[src/rtl/spi_clkmux_pkg.sv]
// spi_clkmux_pkg
// Shared definitions for the SPI clock-source select sequencer:
//   - state_t        : sequencer states
//   - DEF_*          : default parameter values
//   - cnt_width()    : width of the shared phase/timeout counter
// Optional feature macro used by the design: SPI_CLKMUX_TIMEOUT_EN
package spi_clkmux_pkg;

    typedef enum logic [1:0] {
        IDLE      = 2'd0,
        WAIT_IDLE = 2'd1,
        GATE      = 2'd2,
        SETTLE    = 2'd3
    } state_t;

    localparam int DEF_GATE_CYCLES    = 2;
    localparam int DEF_SETTLE_CYCLES  = 4;
    localparam int DEF_TIMEOUT_CYCLES = 1024;

    // $clog2 of the largest count, never narrower than one bit so that
    // an all-ones configuration still yields a legal vector.
    function automatic int cnt_width(input int g, input int s, input int t);
        int m;
        m = g;
        if (s > m) m = s;
        if (t > m) m = t;
        return (m < 2) ? 1 : $clog2(m);
    endfunction

endpackage

[src/rtl/spi_clkmux_if.sv]
// spi_clkmux_if
// Bundles the request handshake and SPI-side control of the clock-select
// sequencer.
//   req, req_sel   : switch request pulse and target select
//   spi_busy       : SPI core transfer in progress
//   sel_out        : select line to spi_clockmux
//   clk_en         : SPI clock enable / gate
//   busy, ack      : switch in progress, completion pulse
//   error          : sticky wait-for-idle timeout flag
// Modports: master = register/control side, slave = sequencer.
interface spi_clkmux_if;
    logic req;
    logic req_sel;
    logic spi_busy;
    logic sel_out;
    logic clk_en;
    logic busy;
    logic ack;
    logic error;

    modport master (
        output req, req_sel, spi_busy,
        input  sel_out, clk_en, busy, ack, error
    );

    modport slave (
        input  req, req_sel, spi_busy,
        output sel_out, clk_en, busy, ack, error
    );
endinterface

[src/rtl/spi_clkmux_timer.sv]
// spi_clkmux_timer
// Loadable down-counter with a zero flag. One instance is shared by the
// gate, settle and timeout phases since only one is active at a time.
//   pclk, preset : clock, synchronous active-high reset (count -> 0)
//   load         : load load_val (has priority over dec)
//   load_val     : value to load
//   dec          : decrement by one, saturating at zero
//   zero         : count is zero
module spi_clkmux_timer #(
    parameter int W = 4
) (
    input  logic         pclk,
    input  logic         preset,
    input  logic         load,
    input  logic [W-1:0] load_val,
    input  logic         dec,
    output logic         zero
);

    logic [W-1:0] count;

    always_ff @(posedge pclk) begin
        if (preset) begin
            count <= '0;
        end else if (load) begin
            count <= load_val;
        end else if (dec && (count != '0)) begin
            count <= count - 1'b1;
        end
    end

    assign zero = (count == '0);

endmodule

[src/rtl/spi_clkmux_ctrl.sv]
// spi_clkmux_ctrl
// Sequences a change of the SPI clock-mux select: wait for the SPI core to
// go idle, gate the clock, switch the select, let it settle, re-enable the
// clock and acknowledge. The select never moves while the clock is enabled.
//   pclk   : clock
//   preset : synchronous active-high reset; aborts any switch in progress
//   bus    : spi_clkmux_if.slave (request, SPI status, select/gate outputs)
// Optional feature: define SPI_CLKMUX_TIMEOUT_EN to bound the wait for SPI
// idle to TIMEOUT_CYCLES and raise a sticky error on expiry. Without it the
// wait is unbounded and error is tied low.
module spi_clkmux_ctrl
    import spi_clkmux_pkg::*;
#(
    parameter int   GATE_CYCLES    = DEF_GATE_CYCLES,
    parameter int   SETTLE_CYCLES  = DEF_SETTLE_CYCLES,
    parameter int   TIMEOUT_CYCLES = DEF_TIMEOUT_CYCLES,
    parameter logic SEL_RESET      = 1'b0
) (
    input logic         pclk,
    input logic         preset,
    spi_clkmux_if.slave bus
);

    localparam int CW = cnt_width(GATE_CYCLES, SETTLE_CYCLES, TIMEOUT_CYCLES);
    localparam logic [CW-1:0] GATE_LD   = CW'(GATE_CYCLES - 1);
    localparam logic [CW-1:0] SETTLE_LD = CW'(SETTLE_CYCLES - 1);
`ifdef SPI_CLKMUX_TIMEOUT_EN
    localparam logic [CW-1:0] TIMEOUT_LD = CW'(TIMEOUT_CYCLES - 1);
`endif

    state_t        state_q, state_n;
    logic          sel_q, sel_n;
    logic          clk_en_q, clk_en_n;
    logic          busy_q, busy_n;
    logic          ack_q, ack_n;
    logic          target_q, target_n;
    logic          tmr_load, tmr_dec, tmr_zero;
    logic [CW-1:0] tmr_val;
`ifdef SPI_CLKMUX_TIMEOUT_EN
    logic          error_q, error_n;
`endif

    spi_clkmux_timer #(.W(CW)) u_timer (
        .pclk     (pclk),
        .preset   (preset),
        .load     (tmr_load),
        .load_val (tmr_val),
        .dec      (tmr_dec),
        .zero     (tmr_zero)
    );

    always_comb begin
        state_n  = state_q;
        sel_n    = sel_q;
        clk_en_n = clk_en_q;
        busy_n   = busy_q;
        ack_n    = 1'b0;
        target_n = target_q;
        tmr_load = 1'b0;
        tmr_val  = '0;
        tmr_dec  = 1'b0;
`ifdef SPI_CLKMUX_TIMEOUT_EN
        error_n  = error_q;
`endif
        case (state_q)
            IDLE: begin
                if (bus.req) begin
                    if (bus.req_sel != sel_q) begin
                        target_n = bus.req_sel;
                        busy_n   = 1'b1;
                        state_n  = WAIT_IDLE;
`ifdef SPI_CLKMUX_TIMEOUT_EN
                        error_n  = 1'b0;
                        tmr_load = 1'b1;
                        tmr_val  = TIMEOUT_LD;
`endif
                    end else begin
                        // Already on the requested source: acknowledge only.
                        ack_n = 1'b1;
                    end
                end
            end
            WAIT_IDLE: begin
                if (!bus.spi_busy) begin
                    clk_en_n = 1'b0;
                    tmr_load = 1'b1;
                    tmr_val  = GATE_LD;
                    state_n  = GATE;
                end
`ifdef SPI_CLKMUX_TIMEOUT_EN
                else if (tmr_zero) begin
                    // Give up: select and gate are left untouched.
                    error_n = 1'b1;
                    busy_n  = 1'b0;
                    state_n = IDLE;
                end else begin
                    tmr_dec = 1'b1;
                end
`endif
            end
            GATE: begin
                if (tmr_zero) begin
                    sel_n    = target_q;
                    tmr_load = 1'b1;
                    tmr_val  = SETTLE_LD;
                    state_n  = SETTLE;
                end else begin
                    tmr_dec = 1'b1;
                end
            end
            SETTLE: begin
                if (tmr_zero) begin
                    clk_en_n = 1'b1;
                    ack_n    = 1'b1;
                    busy_n   = 1'b0;
                    state_n  = IDLE;
                end else begin
                    tmr_dec = 1'b1;
                end
            end
            default: state_n = IDLE;
        endcase
    end

    always_ff @(posedge pclk) begin
        if (preset) begin
            state_q  <= IDLE;
            sel_q    <= SEL_RESET;
            clk_en_q <= 1'b1;
            busy_q   <= 1'b0;
            ack_q    <= 1'b0;
        end else begin
            state_q  <= state_n;
            sel_q    <= sel_n;
            clk_en_q <= clk_en_n;
            busy_q   <= busy_n;
            ack_q    <= ack_n;
        end
    end

    // Target is only consumed in GATE, which always follows a capture.
    always_ff @(posedge pclk) begin
        target_q <= target_n;
    end

`ifdef SPI_CLKMUX_TIMEOUT_EN
    always_ff @(posedge pclk) begin
        if (preset) begin
            error_q <= 1'b0;
        end else begin
            error_q <= error_n;
        end
    end
    assign bus.error = error_q;
`else
    assign bus.error = 1'b0;
`endif

    assign bus.sel_out = sel_q;
    assign bus.clk_en  = clk_en_q;
    assign bus.busy    = busy_q;
    assign bus.ack     = ack_q;

endmodule

[src/flat_wrapper.sv]
// flat-port wrapper written by rule: the top's interface ports become plain ports
module spi_clkmux_ctrl_flat import spi_clkmux_pkg::*;
#(
    parameter int   GATE_CYCLES    = DEF_GATE_CYCLES,
    parameter int   SETTLE_CYCLES  = DEF_SETTLE_CYCLES,
    parameter int   TIMEOUT_CYCLES = DEF_TIMEOUT_CYCLES,
    parameter logic SEL_RESET      = 1'b0
)
  (pclk, preset, bus_req, bus_req_sel, bus_spi_busy, bus_sel_out, bus_clk_en, bus_busy, bus_ack, bus_error);
  spi_clkmux_if bus_i ();
  input logic pclk;
  input logic preset;
  input wire logic [$bits(bus_i.req)-1:0] bus_req;
  input wire logic [$bits(bus_i.req_sel)-1:0] bus_req_sel;
  input wire logic [$bits(bus_i.spi_busy)-1:0] bus_spi_busy;
  output wire logic [$bits(bus_i.sel_out)-1:0] bus_sel_out;
  output wire logic [$bits(bus_i.clk_en)-1:0] bus_clk_en;
  output wire logic [$bits(bus_i.busy)-1:0] bus_busy;
  output wire logic [$bits(bus_i.ack)-1:0] bus_ack;
  output wire logic [$bits(bus_i.error)-1:0] bus_error;
  assign bus_i.req = bus_req;
  assign bus_i.req_sel = bus_req_sel;
  assign bus_i.spi_busy = bus_spi_busy;
  assign bus_sel_out = bus_i.sel_out;
  assign bus_clk_en = bus_i.clk_en;
  assign bus_busy = bus_i.busy;
  assign bus_ack = bus_i.ack;
  assign bus_error = bus_i.error;
  spi_clkmux_ctrl #(.GATE_CYCLES(GATE_CYCLES), .SETTLE_CYCLES(SETTLE_CYCLES), .TIMEOUT_CYCLES(TIMEOUT_CYCLES), .SEL_RESET(SEL_RESET)) u_core (.pclk(pclk), .preset(preset), .bus(bus_i));
endmodule
[config.mk]
export PLATFORM = sky130hd
export DESIGN_NAME = spi_clkmux_ctrl_flat
export DESIGN_NICKNAME = d
export VERILOG_FILES = /design/src/rtl/spi_clkmux_pkg.sv /design/src/rtl/spi_clkmux_if.sv /design/src/rtl/spi_clkmux_timer.sv /design/src/rtl/spi_clkmux_ctrl.sv /design/src/flat_wrapper.sv
export SDC_FILE = /design/constraint.sdc
export NUM_CORES = 1
export LEC_CHECK = 0
export ABC_AREA = 1
export CORE_ASPECT_RATIO = 0.5
export CORE_MARGIN = 4
export CORE_UTILIZATION = 30
export CTS_BUF_LIST = sky130_fd_sc_hd__clkbuf_8
export DETAILED_ROUTE_END_ITERATION = 12
export HOLD_SLACK_MARGIN = 0.05
export PLACE_DENSITY = 0.44
export RECOVER_POWER = 100
export REMOVE_ABC_BUFFERS = 1
export SYNTH_ARGS = -nofsm -noshare
export SYNTH_HDL_FRONTEND = slang
export SYNTH_SLANG_ARGS = --single-unit
[constraint.sdc]
create_clock -name pclk -period 4.05 [get_ports pclk]
set_clock_uncertainty 0.2 [all_clocks]
set_input_delay 1.215 -clock pclk [delete_from_list [all_inputs] [get_ports pclk]]
set_output_delay 1.215 -clock pclk [all_outputs]
set_load 0.03 [all_outputs]
==> metrics.md <==
| Metric | Value |
|---|---|
| Outcome | finished, final reports clean |
| Setup TNS | 0 ns |
| Post-synth top area share | 0.3008 |
| Clock period minus worst slack | 2.794 ns |
| Crit-path slowest cell | dlygate4sd3_1 |
| CTS root buf | clkbuf_8 |
| DR pass1 iterations | 4 |
| # hold bufs at CTS | 0 |
| Post_cts resized | 0 |
| Max-cap violations | 0 |
| Nets | 161 |
| Per-cell routed wire length | 11.09 microns |
| GRT Util Overall | 0.1056 |
| H-tree Lvls | 1 |
| Vias in the first global route | 808 |
| Cell variety after synth | 29 |
| CP max stage delay | 0.75 ns |
| RSZ-0062 raised after global routing | false |
| Clock-pin slew on the worst setup and hold paths | 0.07 ns |
| CP Capture Type | output pin |
| Mapped Area | 1065 sq um |
| Hold crit path type | reg2reg |
| Clock sink total | 17 |
| Initial antenna violation count | 0 |
| Cells after Synth | 138 |
| Io pins | 10 |
| Initial Utilization | 0.3340 |
| GRT overflow | 0 |
| Post-synth EDFFs | 1 |
| # port buffers | 8 |
| Sequential-to-total area share from yosys stat | 0.3290 |
| Yosys reg bits | 17 |
| Drc violations | 0 |
| Max clock buf depth | 2 |
| Largest net degree at the start of global routing | 10 |
| DR iter-0 viols | 21 |
| Period utilisation layout | 0.6900 |
| Die Ht | 50.13 microns |
| Final GP Congestion | 0.7640 |
| CTS buffer count | 3 |
| Core box area | 3188 sq um |
| Syn_area_per_cell | 7.716 sq um |
| Ant. Diodes | 0 |
| Chip width | 92.25 microns |
| Synth Flop Type | dfxtp_1 |
| Pins over their slew limit | 0 |
| Crit Path Max Fanout | 3 |
| Top post-synthesis cells by area | dfxtp_1 (30%), nand2_1 (8.5%), ha_1 (7.1%) |
| Final wirelength | 2185 microns |
| DR vias/cell | 4.320 |
| Post-CTS Setup Repair Bufs | 0 |
| Yosys top cell by area | dfxtp_1 |
| Worst path top cell family by delay | buffers and inverters |
| Synth-to-layout area growth | 13.75% |
| Asr flop ratio synth | 0 |
| Setup CP Type | reg2out |
| Fmax | 357.9 MHz |
| Share of cells above drive strength 1 | 0.1342 |
| Final Hold Fails | 0 |
| Final number of setup-violating endpoints | 0 |
| Antenna Nets Post-Route | 0 |
| DP HPWL | 1735 microns |
| Most common cell after layout, fill and taps aside | nand2_1 |
| Cells along the critical path | dlygate4sd3_1 |
| Worst Path Buf+Inv | 1 |
| CTS tree | done |
| Yosys Warn Count | 0 |
| Critical Path RT | 2.63 ns |
| Clk_lat worst skew | 0.25 ns |
| DIE AREA | 4624 sq um |
| Startpoint types | flop |
| Most frequent cells in the layout | nand2_1 (26), inv_1 (19), dfxtp_1 (16) |
| Cell Rows | 14 |
| Via count | 851 |
| Crit path arrival time | 1.38 ns |
| First-pass GRT wire length | 3877 microns |
## final timing paths
check / end / slack, ns / cells past startpoint / startpoint
hold reg to reg: u_core.bus.clk_en$_SDFFE_PP1P_ / 0.28 / 2 / u_core.bus.clk_en$_SDFFE_PP1P_
setup / recovery: bus_sel_out / 1.26 / 1 / u_core.bus.sel_out$_SDFFE_PP0P_
hold / removal: u_core.bus.clk_en$_SDFFE_PP1P_ / 0.28 / 2 / u_core.bus.clk_en$_SDFFE_PP1P_
setup reg to reg: u_core.state_q[0]$_SDFFE_PP0P_ / 2.19 / 8 / u_core.state_q[0]$_SDFFE_PP0P_
## synth_stat cells, types with 3 or more instances
master and number:
dfxtp_1 16, nand2_2 3, nor3_1 3, ha_1 6, nor2_4 4, inv_1 17
nor2_2 5, nand3_1 12, a21oi_1 8, inv_2 3, nor2_1 13, nand2_1 24
nand3b_1 3
## through the flow
stage	utilization	setup slack, ns	std cells	hold slack, ns	instance area (sq um)
final	0.3799	1.256	197	0.2755	1211
after global routing	0.3799	1.199	197	0.3040	1211
after CTS	0.3897	1.307	197	0.2793	1242
after detailed placement	0.3756	1.296	193	0.2608	1197
after global placement	0.3756	1.336	193	0.2654	1197
after floorplan	-	1.916	137	0.2676	1057
## final cells by class
| class | instances | area [sq um] |
|---|---|---|
| clock buffers | 3 | 41.29 |
| repair buffers | 8 | 80.08 |
| multi-input cells | 100 | 600.6 |
| clock inverters | 1 | 3.754 |
| fillers | 349 | 1977 |
| inverters | 20 | 75.07 |
| flip-flops and latches | 17 | 350.3 |
| well taps | 48 | 60.06 |
## layer usage
metal,wire [microns],track usage,vias to the layer above,share of wire
li1,-,-,462,-
met1,1134,0.1415,370,0.52
met2,911,0.1630,17,0.42
met3,126,0.03951,2,0.058
met4,12,0.02217,0,0.0055
met5,0,0,-,0
## cells by family (layout without fill, tap and decap cells)
kind of cell | after synthesis | count (layout) | share of synthesized area
AOI/OAI and AO/OA | 14 | 14 | 0.07757
xor gates and xnor gates | 3 | 3 | 0.02468
adders and majority gates | 6 | 6 | 0.07050
buffers and inverters | 21 | 32 | 0.07756
DFF | 17 | 17 | 0.3290
other | 1 | 1 | 0.003522
and+or+nand+nor | 76 | 76 | 0.4172
## sequential cells by signal, indices dropped and copies added (netlist names)
register and flops:
u_core.u_timer.count 10, u_core.state_q 2, u_core.bus.ack 1, u_core.bus.busy 1, u_core.bus.clk_en 1, u_core.bus.sel_out 1, u_core.target_q 1
Power is left out: the tool's default activity adds up to more than one toggle a clock period on the data nets, which glitch-free logic cannot reach.
